$ cat src/rtl/multicycle_controller_if.sv
// multicycle_controller_if: instruction fields and zero flag in, datapath control word out
interface multicycle_controller_if;
    logic [6:0] op;
    logic [2:0] funct3;
    logic       funct7b5;
    logic       zero;
    logic       PCWrite;
    logic       AdrSrc;
    logic       MemWrite;
    logic       IRWrite;
    logic       RegWrite;
    logic [1:0] ResultSrc;
    logic [1:0] ALUSrcA;
    logic [1:0] ALUSrcB;
    logic [1:0] ImmSrc;
    logic [2:0] ALUControl;
    logic       illegal_instr;

    modport master (
        input  op, funct3, funct7b5, zero,
        output PCWrite, AdrSrc, MemWrite, IRWrite, RegWrite,
               ResultSrc, ALUSrcA, ALUSrcB, ImmSrc, ALUControl, illegal_instr
    );

    modport slave (
        output op, funct3, funct7b5, zero,
        input  PCWrite, AdrSrc, MemWrite, IRWrite, RegWrite,
               ResultSrc, ALUSrcA, ALUSrcB, ImmSrc, ALUControl, illegal_instr
    );
endinterface

$ cat src/rtl/multicycle_controller.sv
// multicycle_controller: RV32I multicycle FSM control unit; CTRL_ILLEGAL_TRAP_EN adds a sticky ILLEGAL trap state
module multicycle_controller #(
    parameter logic [3:0] RESET_STATE = 4'd0
) (
    input logic                     clk,
    input logic                     rst_n,
    multicycle_controller_if.master bus
);
    localparam logic [3:0] S_FETCH    = 4'd0;
    localparam logic [3:0] S_DECODE   = 4'd1;
    localparam logic [3:0] S_MEMADR   = 4'd2;
    localparam logic [3:0] S_MEMREAD  = 4'd3;
    localparam logic [3:0] S_MEMWB    = 4'd4;
    localparam logic [3:0] S_MEMWRITE = 4'd5;
    localparam logic [3:0] S_EXECUTER = 4'd6;
    localparam logic [3:0] S_ALUWB    = 4'd7;
    localparam logic [3:0] S_EXECUTEI = 4'd8;
    localparam logic [3:0] S_JAL      = 4'd9;
    localparam logic [3:0] S_BEQ      = 4'd10;
`ifdef CTRL_ILLEGAL_TRAP_EN
    localparam logic [3:0] S_ILLEGAL  = 4'd11;
`endif

    localparam logic [6:0] OP_LOAD   = 7'b0000011;
    localparam logic [6:0] OP_STORE  = 7'b0100011;
    localparam logic [6:0] OP_RTYPE  = 7'b0110011;
    localparam logic [6:0] OP_ITYPE  = 7'b0010011;
    localparam logic [6:0] OP_BRANCH = 7'b1100011;
    localparam logic [6:0] OP_JAL    = 7'b1101111;

    logic [3:0] r_state;
    logic [3:0] w_next;
    logic       w_pcupdate;
    logic       w_branch;
    logic [1:0] w_aluop;
    logic       w_adrsrc;
    logic       w_memwrite;
    logic       w_irwrite;
    logic       w_regwrite;
    logic [1:0] w_resultsrc;
    logic [1:0] w_alusrca;
    logic [1:0] w_alusrcb;
    logic [1:0] w_immsrc;
    logic [2:0] w_aluctrl;
    logic       w_illegal;
    logic       w_quiet;

    // state register; reset returns to FETCH from any state, even mid-instruction
    always_ff @(posedge clk) begin
        if (!rst_n)
            r_state <= RESET_STATE;
        else
            r_state <= w_next;
    end

    // next-state logic; unused encodings fall back to FETCH
    always_comb begin
        w_next = S_FETCH;
        case (r_state)
            S_FETCH:    w_next = S_DECODE;
            S_DECODE: begin
                case (bus.op)
                    OP_LOAD, OP_STORE: w_next = S_MEMADR;
                    OP_RTYPE:          w_next = S_EXECUTER;
                    OP_ITYPE:          w_next = S_EXECUTEI;
                    OP_BRANCH:         w_next = S_BEQ;
                    OP_JAL:            w_next = S_JAL;
`ifdef CTRL_ILLEGAL_TRAP_EN
                    default:           w_next = S_ILLEGAL;
`else
                    default:           w_next = S_FETCH;
`endif
                endcase
            end
            S_MEMADR:   w_next = (bus.op == OP_LOAD) ? S_MEMREAD : S_MEMWRITE;
            S_MEMREAD:  w_next = S_MEMWB;
            S_EXECUTER: w_next = S_ALUWB;
            S_EXECUTEI: w_next = S_ALUWB;
            S_JAL:      w_next = S_ALUWB;
`ifdef CTRL_ILLEGAL_TRAP_EN
            S_ILLEGAL:  w_next = S_ILLEGAL;
`endif
            default:    w_next = S_FETCH;
        endcase
    end

    // Moore control word per state; anything not set stays 0
    always_comb begin
        w_pcupdate  = 1'b0;
        w_branch    = 1'b0;
        w_aluop     = 2'b00;
        w_adrsrc    = 1'b0;
        w_memwrite  = 1'b0;
        w_irwrite   = 1'b0;
        w_regwrite  = 1'b0;
        w_resultsrc = 2'b00;
        w_alusrca   = 2'b00;
        w_alusrcb   = 2'b00;
        case (r_state)
            S_FETCH: begin
                w_irwrite   = 1'b1;
                w_alusrcb   = 2'b10;
                w_resultsrc = 2'b10;
                w_pcupdate  = 1'b1;
            end
            S_DECODE: begin
                w_alusrca = 2'b01;
                w_alusrcb = 2'b01;
            end
            S_MEMADR: begin
                w_alusrca = 2'b10;
                w_alusrcb = 2'b01;
            end
            S_MEMREAD:  w_adrsrc = 1'b1;
            S_MEMWB: begin
                w_resultsrc = 2'b01;
                w_regwrite  = 1'b1;
            end
            S_MEMWRITE: begin
                w_adrsrc   = 1'b1;
                w_memwrite = 1'b1;
            end
            S_EXECUTER: begin
                w_alusrca = 2'b10;
                w_aluop   = 2'b10;
            end
            S_EXECUTEI: begin
                w_alusrca = 2'b10;
                w_alusrcb = 2'b01;
                w_aluop   = 2'b10;
            end
            S_ALUWB:    w_regwrite = 1'b1;
            S_JAL: begin
                w_alusrca  = 2'b01;
                w_alusrcb  = 2'b10;
                w_pcupdate = 1'b1;
            end
            S_BEQ: begin
                w_alusrca = 2'b10;
                w_branch  = 1'b1;
                w_aluop   = 2'b01;
            end
            default: ;
        endcase
    end

    // ALU operation decode; op[5] separates R-type sub from I-type addi with imm[10] set
    always_comb begin
        w_aluctrl = 3'b000;
        if (w_aluop == 2'b01)
            w_aluctrl = 3'b001;
        else if (w_aluop == 2'b10) begin
            case (bus.funct3)
                3'b000:  w_aluctrl = (bus.op[5] & bus.funct7b5) ? 3'b001 : 3'b000;
                3'b010:  w_aluctrl = 3'b101;
                3'b110:  w_aluctrl = 3'b011;
                3'b111:  w_aluctrl = 3'b010;
                default: w_aluctrl = 3'b000;
            endcase
        end
    end

    // immediate format decode, purely from the opcode
    always_comb begin
        w_immsrc = (bus.op == OP_STORE)  ? 2'b01 :
                   (bus.op == OP_BRANCH) ? 2'b10 :
                   (bus.op == OP_JAL)    ? 2'b11 : 2'b00;
    end

`ifdef CTRL_ILLEGAL_TRAP_EN
    assign w_illegal = (r_state == S_ILLEGAL);
`else
    assign w_illegal = 1'b0;
`endif

    // reset and the trap state both silence the whole control word
    assign w_quiet = !rst_n | w_illegal;

    assign bus.PCWrite       = !w_quiet & (w_pcupdate | (w_branch & bus.zero));
    assign bus.AdrSrc        = !w_quiet & w_adrsrc;
    assign bus.MemWrite      = !w_quiet & w_memwrite;
    assign bus.IRWrite       = !w_quiet & w_irwrite;
    assign bus.RegWrite      = !w_quiet & w_regwrite;
    assign bus.ResultSrc     = w_quiet ? 2'b00 : w_resultsrc;
    assign bus.ALUSrcA       = w_quiet ? 2'b00 : w_alusrca;
    assign bus.ALUSrcB       = w_quiet ? 2'b00 : w_alusrcb;
    assign bus.ImmSrc        = w_quiet ? 2'b00 : w_immsrc;
    assign bus.ALUControl    = w_quiet ? 3'b000 : w_aluctrl;
    assign bus.illegal_instr = rst_n & w_illegal;
endmodule

$ cat src/flat_wrapper.sv
// flat-port wrapper written by rule: the top's interface ports become plain ports
module multicycle_controller_flat 
#(
    parameter logic [3:0] RESET_STATE = 4'd0
)
  (clk, rst_n, bus_op, bus_funct3, bus_funct7b5, bus_zero, bus_PCWrite, bus_AdrSrc, bus_MemWrite, bus_IRWrite, bus_RegWrite, bus_ResultSrc, bus_ALUSrcA, bus_ALUSrcB, bus_ImmSrc, bus_ALUControl, bus_illegal_instr);
  multicycle_controller_if bus_i ();
  input logic clk;
  input logic rst_n;
  input wire logic [$bits(bus_i.op)-1:0] bus_op;
  input wire logic [$bits(bus_i.funct3)-1:0] bus_funct3;
  input wire logic [$bits(bus_i.funct7b5)-1:0] bus_funct7b5;
  input wire logic [$bits(bus_i.zero)-1:0] bus_zero;
  output wire logic [$bits(bus_i.PCWrite)-1:0] bus_PCWrite;
  output wire logic [$bits(bus_i.AdrSrc)-1:0] bus_AdrSrc;
  output wire logic [$bits(bus_i.MemWrite)-1:0] bus_MemWrite;
  output wire logic [$bits(bus_i.IRWrite)-1:0] bus_IRWrite;
  output wire logic [$bits(bus_i.RegWrite)-1:0] bus_RegWrite;
  output wire logic [$bits(bus_i.ResultSrc)-1:0] bus_ResultSrc;
  output wire logic [$bits(bus_i.ALUSrcA)-1:0] bus_ALUSrcA;
  output wire logic [$bits(bus_i.ALUSrcB)-1:0] bus_ALUSrcB;
  output wire logic [$bits(bus_i.ImmSrc)-1:0] bus_ImmSrc;
  output wire logic [$bits(bus_i.ALUControl)-1:0] bus_ALUControl;
  output wire logic [$bits(bus_i.illegal_instr)-1:0] bus_illegal_instr;
  assign bus_i.op = bus_op;
  assign bus_i.funct3 = bus_funct3;
  assign bus_i.funct7b5 = bus_funct7b5;
  assign bus_i.zero = bus_zero;
  assign bus_PCWrite = bus_i.PCWrite;
  assign bus_AdrSrc = bus_i.AdrSrc;
  assign bus_MemWrite = bus_i.MemWrite;
  assign bus_IRWrite = bus_i.IRWrite;
  assign bus_RegWrite = bus_i.RegWrite;
  assign bus_ResultSrc = bus_i.ResultSrc;
  assign bus_ALUSrcA = bus_i.ALUSrcA;
  assign bus_ALUSrcB = bus_i.ALUSrcB;
  assign bus_ImmSrc = bus_i.ImmSrc;
  assign bus_ALUControl = bus_i.ALUControl;
  assign bus_illegal_instr = bus_i.illegal_instr;
  multicycle_controller #(.RESET_STATE(RESET_STATE)) u_core (.clk(clk), .rst_n(rst_n), .bus(bus_i));
endmodule
$ cat config.mk
export PLATFORM = sky130hd
export DESIGN_NAME = multicycle_controller_flat
export DESIGN_NICKNAME = d
export VERILOG_FILES = /design/src/rtl/multicycle_controller_if.sv /design/src/rtl/multicycle_controller.sv /design/src/flat_wrapper.sv
export SDC_FILE = /design/constraint.sdc
export NUM_CORES = 1
export LEC_CHECK = 0
export ABC_AREA = 1
export CAP_MARGIN = 0
export CORE_UTILIZATION = 37
export CTS_BUF_LIST = sky130_fd_sc_hd__clkbuf_16
export DETAILED_ROUTE_END_ITERATION = 6
export PLACE_DENSITY = 0.78
export SETUP_SLACK_MARGIN = 0.15
export SLEW_MARGIN = 20
export SYNTH_ARGS = -nofsm -noshare
export SYNTH_HDL_FRONTEND = slang
export SYNTH_SLANG_ARGS = --single-unit
$ cat constraint.sdc
create_clock -name clk -period 1.6 [get_ports clk]
set_input_delay 0.48 -clock clk [delete_from_list [all_inputs] [get_ports clk]]
set_output_delay 0.48 -clock clk [all_outputs]
set_load 0.05 [all_outputs]
==> results of run 1 <==
-- logic make-up after synthesis --
family                 synth area share
buffers and inverters             0.179
AOI/OAI and AO/OA                 0.140
DFF                               0.147
other                           0.00687
and+or+nand+nor                   0.528
-- per-stage QoR --
step           area, um2  setup TNS, ns  hold WS (ns)
2_1_floorplan        783         -0.995         0.578
3_3_place_gp        1370          -8.08         0.681
==> results list, run 1 <==
- The flow did not finish.
- The flow stopped in 3_5_place_dp.
* Run Error: [ERROR DPL-0038] Utilization greater than 100%, impossible to legalize
- Top-count cell post-synth: nand2_1
- Fraction of synthesized cell area taken by the top area cell type: 0.179
- Fraction of the yosys area taken by sequential cells: 0.147
* Yosys top cell by area: nand2_1
- I/O pin count: 31
- For this run, the leading register cell type out of synthesis is dfxtp_1.
* Chip Height: ~40 um
- Synthesized area per cell: slightly below 5 um2
- For this configuration, the core starts out at a cell density of 0.409.
- At the end of routability-driven placement, the weighted congestion stood at between 0.8 and 0.9.
- Synthesis inferred 4 register bits.
- Overall die width: around 40 um
- By area the synthesized netlist is led by nand2_1 18%, nor2_1 15%, dfxtp_1 15%.
- The mapped netlist covers approximately 550 um2.
- Port buffering added 29 buffers.
* Post-synthesis net count: 124
- Ranked by instance count, the synthesized netlist is headed by 26 x nand2_1, 22 x nor2_1, 18 x inv_1, 11 x nand3_1, 7 x a21oi_1.
- Warning count from the yosys run: 0
* Cells after Synth: 110
* Count of different cell masters after synthesis: 18
* Asr flop ratio synth: 0
- Number of enable-type register cells in the synthesized netlist: 0
- The floorplan has 13 rows.
==> inputs of run 2 (changes only) <==
CORE_AREA = 2 2 63 65   (was not set)
CORE_UTILIZATION = not set   (was 37)
CTS_BUF_LIST = not set   (was sky130_fd_sc_hd__clkbuf_16)
DIE_AREA = 0 0 65 67   (was not set)
PLACE_DENSITY = not set   (was 0.78)
PLACE_DENSITY_LB_ADDON = 0.15   (was not set)
SETUP_SLACK_MARGIN = not set   (was 0.15)
==> run 2 against run 1 <==
Compared with the run above:
- the flow now finishes, with violations (setup timing)
- synthesized cell count did not move
- area after synthesis did not move
==> results list, run 2 <==
- Data required time at the worst endpoint: ~1.1 ns
- Top cells by area in the synthesized netlist: nand2_1 18%, nor2_1 15%, dfxtp_1 15% (unchanged)
- Leading cell type in the layout, fill and taps excluded: buf_4
- Core Area: between 0.003 and 0.004 mm2
* GR met2 Demand/Resource: 0.213
- Slowest Stage Delay on Critical Path: between 0.3 and 0.4 ns
- Initial antenna violation count: 0
- Iteration count of the initial detailed-routing pass: 3
- Input/output buffers: 29 (unchanged)
* CTS tree: done
- Buffers inserted to repair hold after CTS numbered 0.
* RSZ-0062 raised after global routing: yes
- Subtracting the final worst setup slack from the clock period gives about 1.8 ns.
* Regs by FF count: u_core.r_state (4)
- The total overflow left after global routing is 0.
* Portion of netlist area occupied by mux cells: 0 (unchanged)
- Result of the run: finished, violations left (was did not finish).
- The combinational family with the most area after synthesis is simple AND/OR/NAND/NOR gates (unchanged).
- STA classifies the critical path endpoint as a primary output.
* Worst r2r path cells: 8
- Global-route wire length before repair: between 3000 and 4000 um
- Of the cells placed in the final design, the portion with a size suffix greater than 1 is 0.672.
- The proportion of synthesized chip area in sequential cells came to 0.147 (unchanged).
- Synth Register Bits: 4 (unchanged)
* Die outline area: 0.00436 mm2
- For this block, the initial DRC count from the detailed router was 7.
- Area fraction in compound gates after synthesis: 0.140 (unchanged)
- Dividing the detail-routed wire length by the instance count gives 10.4 um.
* Critical path arrival: approximately 1.4 ns
- Growth of design area from synthesis to finish: 227%
- Violations in the final reports: setup timing
* Adder-Cell Fraction of Synth Area: 0 (unchanged)
* Floorplan row count: 22 (was 13)
- Final Max Tran Viols: 0
* Worst hold start: rst_n
* Chip Height: 67 um (was 40.4 um)
- Power density of the placed cells: about 350 mW/mm2
- The number of warnings issued by yosys came to 0 (unchanged).
- The worst setup path is of the flop to primary output kind.
- Number of remaining DRC errors: 0
- Clk sink count: 4
- Hold violation total from the final report: 0
- Routed vias: 931
* Routed wire length: between 2000 and 2500 um
- Across every metal layer, demand over resource in global routing totals 0.115.
- The mean instance size in the synthesized netlist came to 4.96 um2 (unchanged).
- The worst-case IR drop observed on VDD is around 0.24 mV.
* Post-DR vias/cell: between 4 and 5
- Residual antenna-violating net count after detailed routing: 0
* Met1 usage: 0.132
* Asr flop ratio synth: 0 (unchanged)
- Along the worst hold path, the cell count comes to 4.
* Cell chain of the critical path: inv_4, nor2_4, nand2_2, o21ai_4, nand2_1, a21oi_4, buf_12
- Top-count cell post-synth: nand2_1 (unchanged)
* CP max FO: 4
* Static leakage: between 0.0008 and 0.0009 uW
- Post-synth top cells: 26 x nand2_1, 22 x nor2_1, 18 x inv_1, 11 x nand3_1, 7 x a21oi_1 (unchanged).
* Number of maximum-capacitance violations: 0
* Largest net degree at the start of global routing: 10
- Critical path's slowest cell: dfxtp_2
- Fraction of synthesized cell area taken by the top area cell type: 0.179 (unchanged)
- HPWL Detailed: approximately 1900 um
* Busiest layer in global routing: met2
- In the global route stage, met3 resource usage came out at 0.0220.
- The routability congestion estimate came to 0.821 (was 0.879).
* Number of global-route vias before repair: about 890
- u_core.r_state holds more flip-flops than any other register.
- The number of enable-type register cells in the synthesized netlist is 0 (unchanged).
- Count of H-tree levels built during CTS: 1
- Register-to-register path setup slack: 0.24 ns
* Yosys top cell by area: nand2_1 (unchanged)
- Worst-case hold path end point: u_core.r_state[1]$_SDFF_PN0_
- Top library cells by usage in the layout, fill and taps aside: 33 x buf_4, 21 x buf_12, 15 x nand2_1, 11 x nor2_1, 10 x nor2_4
- The gate count after technology mapping came to 110 (unchanged).
- Total CTS buffers: 3
* Element type at the critical path start: flop
* Clock transition at the registers of the reported paths: roughly 0.03 ns
* Initial core utilization: 0.151 (was 0.409)
- The later pin in the worst-skew pair is clocked with a latency of 0.21 ns.
* Final Util: 0.494
* Number of flip-flops under the largest register name: 4
* Synthesized-area fraction occupied by xor and xnor cells: 0 (unchanged)
- Maximum buffer depth of the clock tree: 2
- For the final database, setup skew stands at ~0.00038 ns.
- Reg2reg end: u_core.r_state[2]$_SDFF_PN0_
- The completed layout was analyzed and its total power is 632 uW.
- Most used flip-flop cell after synthesis: dfxtp_1 (unchanged)
- Kind of path behind the tightest hold check: primary input to flop
* Critical R2R Launch: u_core.r_state[0]$_SDFF_PN0_
- The synthesized cell area was 546 um2 (unchanged).
- Post-synthesis net count: 124 (unchanged)
- Net count of the finished layout: ~190
- Of the available clock period, the critical path in the final layout requires 1.14.
* I/O pin count: 31 (unchanged)
* Setup-failing EPs final: 16
- The die span in x came to 65 um (was 40.4 um).
* Upper clock frequency limit: ~550 MHz
* ANT cells: 0
* Count of different cell masters after synthesis: 18 (unchanged)
- Basic-gate share of the synthesized area counting and, or, nand and nor cells: 0.528 (unchanged)
* Cell chosen for the clock root: clkbuf_8
- Worst Setup Slack, final: -0.227 ns
## run 2: cell counts after synthesis
Identical to the previous run, type by type.
## run 2: timing repair
item,4_1_cts,5_1_grt
resized for setup,80,11
pin swaps,18,7
setup buffers,6,4
hold endpoints to repair,0,0
setup endpoints to repair,16,16
## run 2: routing by layer
layer | up-vias | wire, um
li1 | 487 | -
met4 | 0 | 31
met5 | - | 0
met3 | 5 | 87
met2 | 20 | 1280
met1 | 419 | 951
## run 2: worst max path at each step
stage	from	end	slack, ns	depth (start not counted)
2_1_floorplan	rst_n	bus_ResultSrc[1]	-0.22	4
3_3_place_gp	bus_op[3]	bus_ImmSrc[0]	-0.68	6
3_5_place_dp	bus_op[3]	bus_ImmSrc[0]	-0.74	7
4_1_cts	u_core.r_state[1]$_SDFF_PN0_	bus_ALUControl[0]	-0.22	7
5_1_grt	u_core.r_state[0]$_SDFF_PN0_	bus_ALUControl[1]	-0.29	6
6_report	u_core.r_state[1]$_SDFF_PN0_	bus_ALUControl[0]	-0.23	7
## run 2: per-stage QoR
step | worst slack [ns] | TNS [ns] | cell area [um2] | hold slack, ns | std cells
final | -0.227 | -2.43 | 1780 | 0.618 | 225
after global routing | -0.287 | -3.32 | 1780 | 0.626 | 225
after CTS | -0.218 | -2.59 | 1710 | 0.604 | 221
after detailed placement | -0.742 | -9.41 | 1510 | 0.752 | 212
after global placement | -0.683 | -9.69 | 1510 | 0.756 | 212
after floorplan | -0.217 | -0.978 | 782 | 0.578 | 110
## run 2: report_power, final
part	switching (uW)	internal, uW
logic	164	155
registers	6.94	99.9
clock network	46.8	160
## run 2: logic make-up after synthesis
logic type | after synthesis
flip-flops | 4
AND/OR/NAND/NOR | 67
AO/OA/AOI/OAI | 14
other | 1
buffers and inverters | 24
## run 2: final cells by class
| type | count | area, um2 |
|---|---|---|
| fillers | 341 | 1820 |
| flip-flops and latches | 4 | 92.6 |
| well taps | 48 | 60.1 |
| repair buffers | 67 | 796 |
| clock buffers | 3 | 41.3 |
| multi-input cells | 82 | 661 |
| inverters | 21 | 131 |
## run 2: critical path, delay by kind of cell (launching register included)
| kind | cells | cell delay, ns |
|---|---|---|
| buf+inv | 2 | 0.21 |
| flops | 1 | 0.35 |
| compound gates | 2 | 0.24 |
| simple gates | 3 | 0.33 |
Power figures use the tool's default switching activity.
==> inputs of run 3 (changes only) <==
CORE_AREA = 3 3 64 66   (was 2 2 63 65)
DIE_AREA = 0 0 67 69   (was 0 0 65 67)
==> run 3 against run 2 <==
Compared with the run above:
- the flow still finishes with violations (setup timing)
- final cell count up 0.89%
- core utilization down 1.2 points
- non-clock buffer count up 2
- largest power group unchanged
- combinational power up 2%
- hold slack better by 0.021 ns
- fmax down 0.30%
==> results list, run 3 (synthesized netlist as in run 2, its figures left out) <==
- Result of the run: finished, violations left (unchanged).
* Violations in the final reports: setup timing (unchanged)
- The setup skew after layout was 0.00189 ns (was 0.000383 ns).
- Global-route usage over all layers: 0.115 (about the same)
- The ratio of routed vias to standard cells was 4.25 (was 4.14).
- The number of antenna diodes is 0 (unchanged).
* Input/output buffers: 29 (unchanged)
- The count of cells along the worst register-to-register path is 7 (was 8).
- Routed vias: 964 (was 931)
- The number of failing hold endpoints at the final stage came to 0 (unchanged).
* Worst Setup Slack, final: -0.233 ns (was -0.227 ns)
- The path class of the lowest-slack min-delay path was primary input to flop (unchanged).
- The number of CTS-inserted buffers was 3 (unchanged).
- The clock tree buffer depth was 2 (unchanged).
- Iteration count of the initial detailed-routing pass: 5 (was 3)
* Power density of the placed cells: 364 mW/mm2 (was 355 mW/mm2)
- Worst hold start: rst_n (unchanged)
- The biggest cell delay along the critical path came to 0.37 ns (was 0.35 ns).
* DR iter-0 viols: 18 (was 7)
- The effective utilization at floorplan is 0.150 (was 0.151).
- RSZ-0062 raised after global routing: yes (unchanged)
- The standard-cell row count came to 22 (unchanged).
- The commonest non-fill, non-tap cell in the layout was buf_4 (unchanged).
* Chip Height: 69 um (was 67 um)
- Final Max Tran Viols: 0 (unchanged)
- The number of DRC violations after detailed routing was 0 (unchanged).
* CTS tree: done (unchanged)
* Number of instances on the worst hold path: 4 (unchanged)
* Routed wire per std cell: 10.8 um (was 10.4 um)
* Cell chain of the critical path: inv_4, nor2_4, nand2_2, o21ai_4, nand4_4, nor2_4, buf_12 (was inv_4, nor2_4, nand2_2, o21ai_4, nand2_1, a21oi_4, buf_12)
- The critical-path maximum fanout came to 4 (unchanged).
- The worst-skew pair later-pin latency came to 0.21 ns (about the same).
- Die outline area: 0.00462 mm2 (was 0.00436 mm2)
- The startpoint-to-endpoint class of the critical path is flop to primary output (unchanged).
- The maximum resistive drop on vdd is 0.195 mV (was 0.239 mV).
* Routability cong.: 0.821 (about the same)
* Data required time at the worst endpoint: 1.12 ns (about the same)
- The number of global-route vias before repair is 959 (was 891).
- The fraction of final layout cells sized beyond drive strength 1 was 0.687 (was 0.672).
- Top library cells by usage in the layout, fill and taps aside: 34 x buf_4, 18 x buf_12, 13 x nand2_1, 11 x nor2_1, 10 x nor2_4 (was 33 x buf_4, 21 x buf_12, 15 x nand2_1, 11 x nor2_1, 10 x nor2_4)
- The number of antenna violations at the first check in global routing was 0 (unchanged).
- Cell seen most often among critical-path stages: nor2_4
- Cell chosen for the clock root: clkbuf_8 (unchanged)
* Upper clock frequency limit: 546 MHz (was 547 MHz)
- Critical path arrival: 1.35 ns (about the same)
- Overall die width: 67 um (was 65 um)
* Total Power: 637 uW (was 632 uW)
- The max-capacitance violation count is 0 (unchanged).
* Final critical delay including setup and external delays: 1.83 ns (about the same)
- Static leakage: 0.000805 uW (was 0.000816 uW)
- Core Area: 0.00363 mm2 (was 0.00361 mm2)
* Number of flip-flops under the largest register name: 4 (unchanged)
- Most flops, register: u_core.r_state (unchanged)
- The relative area change from synthesis to final layout came to 221% (was 227%).
- The count of pins on the block boundary is 31 (unchanged).
* Post-route clock period utilization: 1.15 (was 1.14)
* Critical path's slowest cell: dfxtp_4 (was dfxtp_2)
- Regs by FF count: u_core.r_state (4) (unchanged).
- The post-cts hold buffer count is 0 (unchanged).
- Global-route wire length before repair: 4200 um (was 3880 um)
- Worst-case hold path end point: u_core.r_state[1]$_SDFF_PN0_ (unchanged)
* Register-to-register path setup slack: 0.27 ns (was 0.24 ns)
- The pin count of the biggest net entering global routing is 9 (was 10).
- The launching element type of the critical path was a flop (unchanged).
- The total number of clock tree sinks is 4 (unchanged).
- Residual antenna-violating net count after detailed routing: 0 (unchanged)
* Critical path endpoint category: primary output (unchanged)
- Clock transition at the registers of the reported paths: 0.03 ns (about the same)
- Routed wire length: 2450 um (was 2350 um)
* Critical R2R Launch: u_core.r_state[3]$_SDFF_PN0_ (was u_core.r_state[0]$_SDFF_PN0_)
- The final HPWL from detailed placement came to 1870 um (was 1900 um).
* Final Util: 0.482 (was 0.494)
- The terminus of the critical flop-to-flop path is u_core.r_state[0]$_SDFF_PN0_ (was u_core.r_state[2]$_SDFF_PN0_).
* Setup-failing EPs final: 16 (unchanged)
- Count of H-tree levels built during CTS: 1 (unchanged)
- Sum of overflow across all layers after global routing: 0 (unchanged)
- Net count of the finished layout: 195 (was 193)
[run 3: changes by cell type in the layout (fill, tap and decap cells not counted), moves of 2 or more]
cell	change
buf_12	-3
buf_6	+2
nand2_4	-2
nand2_1	-2
nand2_2	+4
[run 3: layout make-up]
cell class	count	area, um2
fillers	371	1880
repair buffers	69	786
multi-input cells	82	648
inverters	21	124
flip-flops and latches	4	92.6
well taps	48	60.1
clock buffers	3	41.3
[run 3: worst max path at each step]
| stage | startpoint | to | cells after the start |
|---|---|---|---|
| global placement | bus_op[3] | bus_ImmSrc[0] | 6 |
| global route | u_core.r_state[2]$_SDFF_PN0_ | bus_ALUControl[2] | 7 |
| floorplan | rst_n | bus_ResultSrc[1] | 4 |
| finish | u_core.r_state[2]$_SDFF_PN0_ | bus_ALUControl[1] | 7 |
| detailed placement | bus_op[3] | bus_ImmSrc[0] | 6 |
| CTS | u_core.r_state[2]$_SDFF_PN0_ | bus_ALUControl[2] | 7 |
[run 3: stage by stage]
step | area, um2 | hold WS [ns] | cells | setup TNS, ns | worst slack (ns)
floorplan | 782 | 0.578 | 110 | -0.978 | -0.217
finish | 1750 | 0.640 | 227 | -2.38 | -0.233
detailed placement | 1460 | 0.693 | 210 | -9.16 | -0.731
CTS | 1730 | 0.638 | 227 | -2.42 | -0.240
global placement | 1460 | 0.690 | 210 | -9.23 | -0.695
global route | 1750 | 0.644 | 227 | -3.47 | -0.309
[run 3: repair_timing]
action | 4_1_cts | 5_1_grt
setup endpoints to repair | 16 | 16
setup buffers | 14 | 0
pin swaps | 27 | 8
gates resized for setup | 88 | 5
hold endpoints to repair | 0 | 0
cloned | 0 | 0
[run 3: where the power goes]
group	switching [uW]	internal (uW)	total, uW
clock network	47.6	160	208
registers	5.02	99.9	105
logic	167	157	325
[run 3: critical path, delay by kind of cell, from the launching register on]
kind / cells / cell delay (ns)
simple gates: 4 / 0.47
buf+inv: 2 / 0.20
flops: 1 / 0.37
compound gates: 1 / 0.09
[run 3: routing by layer]
layer | GRT usage | wire, um | vias up | share of wire
li1 | - | - | 490 | -
met1 | 0.124 | 857 | 442 | 0.35
met2 | 0.224 | 1440 | 30 | 0.59
met3 | 0.0163 | 136 | 2 | 0.055
met4 | 0.0270 | 14 | 0 | 0.0057
met5 | 0 | 0 | - | 0
==> inputs of run 4 (changes only) <==
SKIP_LAST_GASP = 1   (was not set)
==> run 4 against run 3 <==
Compared with the run above:
- the flow still finishes with violations (setup timing)
- flip-flop and latch count unchanged
- register-to-register slack about the same
- sequential power barely moved
- first-iteration DRC count did not move
- final cell count unchanged
- die area unchanged
- global-route usage shrank 0.14 points
- routed wire length is 0.37% lower
- clock skew fell by 0.00061 ns
- worst setup slack about the same
- critical path depth unchanged
- hold slack got worse by 0.0013 ns
- critical path type unchanged
- largest cell class unchanged
- highest routed layer unchanged
==> results list, run 4 (synthesized netlist as in run 2, its figures left out) <==
- Cts hold-fix bufs: 0 (unchanged)
- The ratio of routed vias to standard cells is 4.22 (was 4.25).
- Kind of path behind the tightest hold check: primary input to flop (unchanged)
* Worst VDD drop: 0.197 mV (was 0.195 mV)
* Grt met3 use: 0.0163 (unchanged)
- Cell chosen for the clock root: clkbuf_8 (unchanged)
- The count of pins on the block boundary was 31 (unchanged).
* Leading cell type in the layout, fill and taps excluded: buf_4 (unchanged)
- The H-tree level count was 1 (unchanged).
* Ratio of cells with drive above 1 in the final layout: 0.687 (unchanged)
- The pre-CTS setup slack is -0.731 ns (unchanged).
- The power per standard cell area is 365 mW/mm2 (was 364 mW/mm2).
- Skew final: 0.00128 ns (was 0.00189 ns)
- Clk sink count: 4 (unchanged)
* Top library cells by usage in the layout, fill and taps aside: 35 x buf_4, 18 x buf_12, 13 x nand2_1, 11 x nor2_1, 10 x nor2_4 (was 34 x buf_4, 18 x buf_12, 13 x nand2_1, 11 x nor2_1, 10 x nor2_4)
- Setup-failing EPs final: 15 (was 16)
- The register with the most flip-flops is u_core.r_state (unchanged).
- The sequential group share of total power is 0.164 (was 0.165).
* Placed cell areas: 0.00146 mm2 (unchanged)
- Critical R2R Launch: u_core.r_state[3]$_SDFF_PN0_ (unchanged)
- Switching portion of total power: 0.346 (was 0.345)
- The shortest clock period the worst path allows after layout is 1.83 ns (about the same).
- Final Max Tran Viols: 0 (unchanged)
- Final instance area: 0.00175 mm2 (about the same)
* Die outline area: 0.00462 mm2 (unchanged)
- The setup slack of the most critical reg-to-reg path was 0.27 ns (about the same).
- Hold Slack: 0.638 ns (was 0.640 ns)
* CTS tree: done (unchanged)
- Result of the run: finished, violations left (unchanged).
- The number of antenna violations at the first check in global routing was 0 (unchanged).
* Global-route wire length before repair: 4170 um (was 4200 um)
- Regs by FF count: u_core.r_state (4) (unchanged).
- The met1 capacity usage during global routing is 0.122 (was 0.124).
* Number of fill cells in the layout: 373 (was 371)
- Residual antenna-violating net count after detailed routing: 0 (unchanged)
- The placed cell count was 210 (unchanged).
* Reg2reg end: u_core.r_state[0]$_SDFF_PN0_ (unchanged)
- Violations in the final reports: setup timing (unchanged)
- Global-route usage over all layers: 0.114 (was 0.115)
* Upper clock frequency limit: 546 MHz (about the same)
- DR iter-0 viols: 18 (unchanged)
- Part of the total power dissipated in combinational logic: 0.510 (about the same)
- The final HPWL from detailed placement was 1870 um (unchanged).
- The most heavily used metal layer in global routing is met2 (unchanged).
- Clock Power Share: 0.326 (about the same)
- Number of instances on the worst hold path: 4 (unchanged)
- The utilization of the core after routing is 0.482 (about the same).
- Worst r2r path cells: 7 (unchanged)
* Routed vias: 959 (was 964)
- Number of global-route vias before repair: 960 (was 959)
- The met2 usage in global routing is 0.222 (was 0.224).
- Post-route insts no fill: 227 (unchanged)
* Core Area: 0.00363 mm2 (unchanged)
- Category of the critical setup timing path: flop to primary output (unchanged)
* Input/output buffers: 29 (unchanged)
- The reported net switching power was 221 uW (was 220 uW).
* Maximum buffer depth of the clock tree: 2 (unchanged)
- The pin count of the biggest net entering global routing is 9 (unchanged).
- Number of remaining DRC errors: 0 (unchanged)
* Worst hold start: rst_n (unchanged)
- ANT cells: 0 (unchanged)
- The number of nets in the final layout is 195 (unchanged).
* Hold violation total from the final report: 0 (unchanged)
- The portion of the clock cycle consumed by the worst path in the final layout was 1.15 (about the same).
- Number of maximum-capacitance violations: 0 (unchanged)
* Iteration count of the initial detailed-routing pass: 4 (was 5)
- Worst Setup Slack, final: -0.233 ns (about the same)
- The static power due to leakage is 0.000804 uW (was 0.000805 uW).
* Data required time at the worst endpoint: 1.12 ns (about the same)
- Total CTS buffers: 3 (unchanged)
- The worst-skew pair later-pin latency is 0.21 ns (about the same).
- Sum of overflow across all layers after global routing: 0 (unchanged)
- The effective utilization at floorplan is 0.150 (unchanged).
* Routed wire per std cell: 10.8 um (about the same)
- Growth of design area from synthesis to finish: 221% (about the same)
- The routability congestion estimate is 0.821 (unchanged).
* Area occupied by multi-input gates: 648 um2 (unchanged)
- The clock transition time at the flip-flop clock pins of the worst setup and hold paths came to 0.03 ns (about the same).
- The number of flip-flops in the largest register was 4 (unchanged).
* RSZ-0062 raised after global routing: yes (unchanged)
* Element type at the critical path start: flop (unchanged)
* Cell internal pwr: 417 uW (about the same)
- The arrival time at the worst endpoint was 1.35 ns (about the same).
* Floorplan row count: 22 (unchanged)
* Critical path endpoint category: primary output (unchanged)
- The endpoint of the worst hold path is u_core.r_state[1]$_SDFF_PN0_ (unchanged).
- The critical-path maximum fanout was 4 (unchanged).
- The area of all sequential standard cells was 92.6 um2 (unchanged).
- The total detailed-routing wirelength is 2440 um (was 2450 um).
- Overall die width: 67 um (unchanged)
- The vertical die dimension is 69 um (unchanged).
## run 4: cell counts in the layout (fill, tap and decap cells not counted)
Identical to the previous run, type by type.
## run 4: layout make-up
type	instances	area share
Clock buffer	3	0.0236
Inverter	21	0.0722
Multi-Input combinational cell	82	0.370
Sequential cell	4	0.0529
Tap cell	48	0.0343
Timing Repair Buffer	69	0.447
## run 4: worst max-delay path by stage
stage                                  from                end  cells after the start
5_1_grt        u_core.r_state[2]$_SDFF_PN0_  bus_ALUControl[2]                      7
2_1_floorplan                         rst_n   bus_ResultSrc[1]                      4
3_3_place_gp                      bus_op[3]      bus_ImmSrc[0]                      6
4_1_cts        u_core.r_state[2]$_SDFF_PN0_  bus_ALUControl[2]                      7
6_report       u_core.r_state[2]$_SDFF_PN0_  bus_ALUControl[1]                      7
3_5_place_dp                      bus_op[3]      bus_ImmSrc[0]                      6
## run 4: metrics by stage
step	setup TNS (ns)	power (uW)
after detailed placement	-9.16	394
after global placement	-9.23	393
after CTS	-2.45	635
after floorplan	-0.978	251
after global routing	-3.51	674
final	-2.43	638
## run 4: worst max-delay path: stages, from the launching register on
cell and delay (ns):
dfxtp_4 0.37, inv_4 0.06, nor2_4 0.11, nand2_2 0.09, o21ai_4 0.09, nand4_4 0.14, nor2_4 0.13, buf_12 0.14
## run 4: power groups by stage
| stage | clock [uW] | combinational, uW | sequential, uW |
|---|---|---|---|
| after floorplan | 0 | 143 | 108 |
| after global placement | 0 | 284 | 109 |
| after detailed placement | 0 | 286 | 109 |
| after CTS | 213 | 317 | 105 |
| after global routing | 222 | 346 | 105 |
| final | 208 | 325 | 105 |
## run 4: what timing repair did
item,CTS,global route
hold endpoints to repair,0,0
pin swaps,27,11
resized for setup,84,10
buffers inserted,14,0
endpoints found under the setup margin,16,16
## run 4: metal layers
| layer | vias to the layer above | share of wire |
|---|---|---|
| met3 | 2 | 0.054 |
| li1 | 490 | - |
| met4 | 0 | 0.0057 |
| met5 | - | 0 |
| met2 | 29 | 0.59 |
| met1 | 438 | 0.35 |
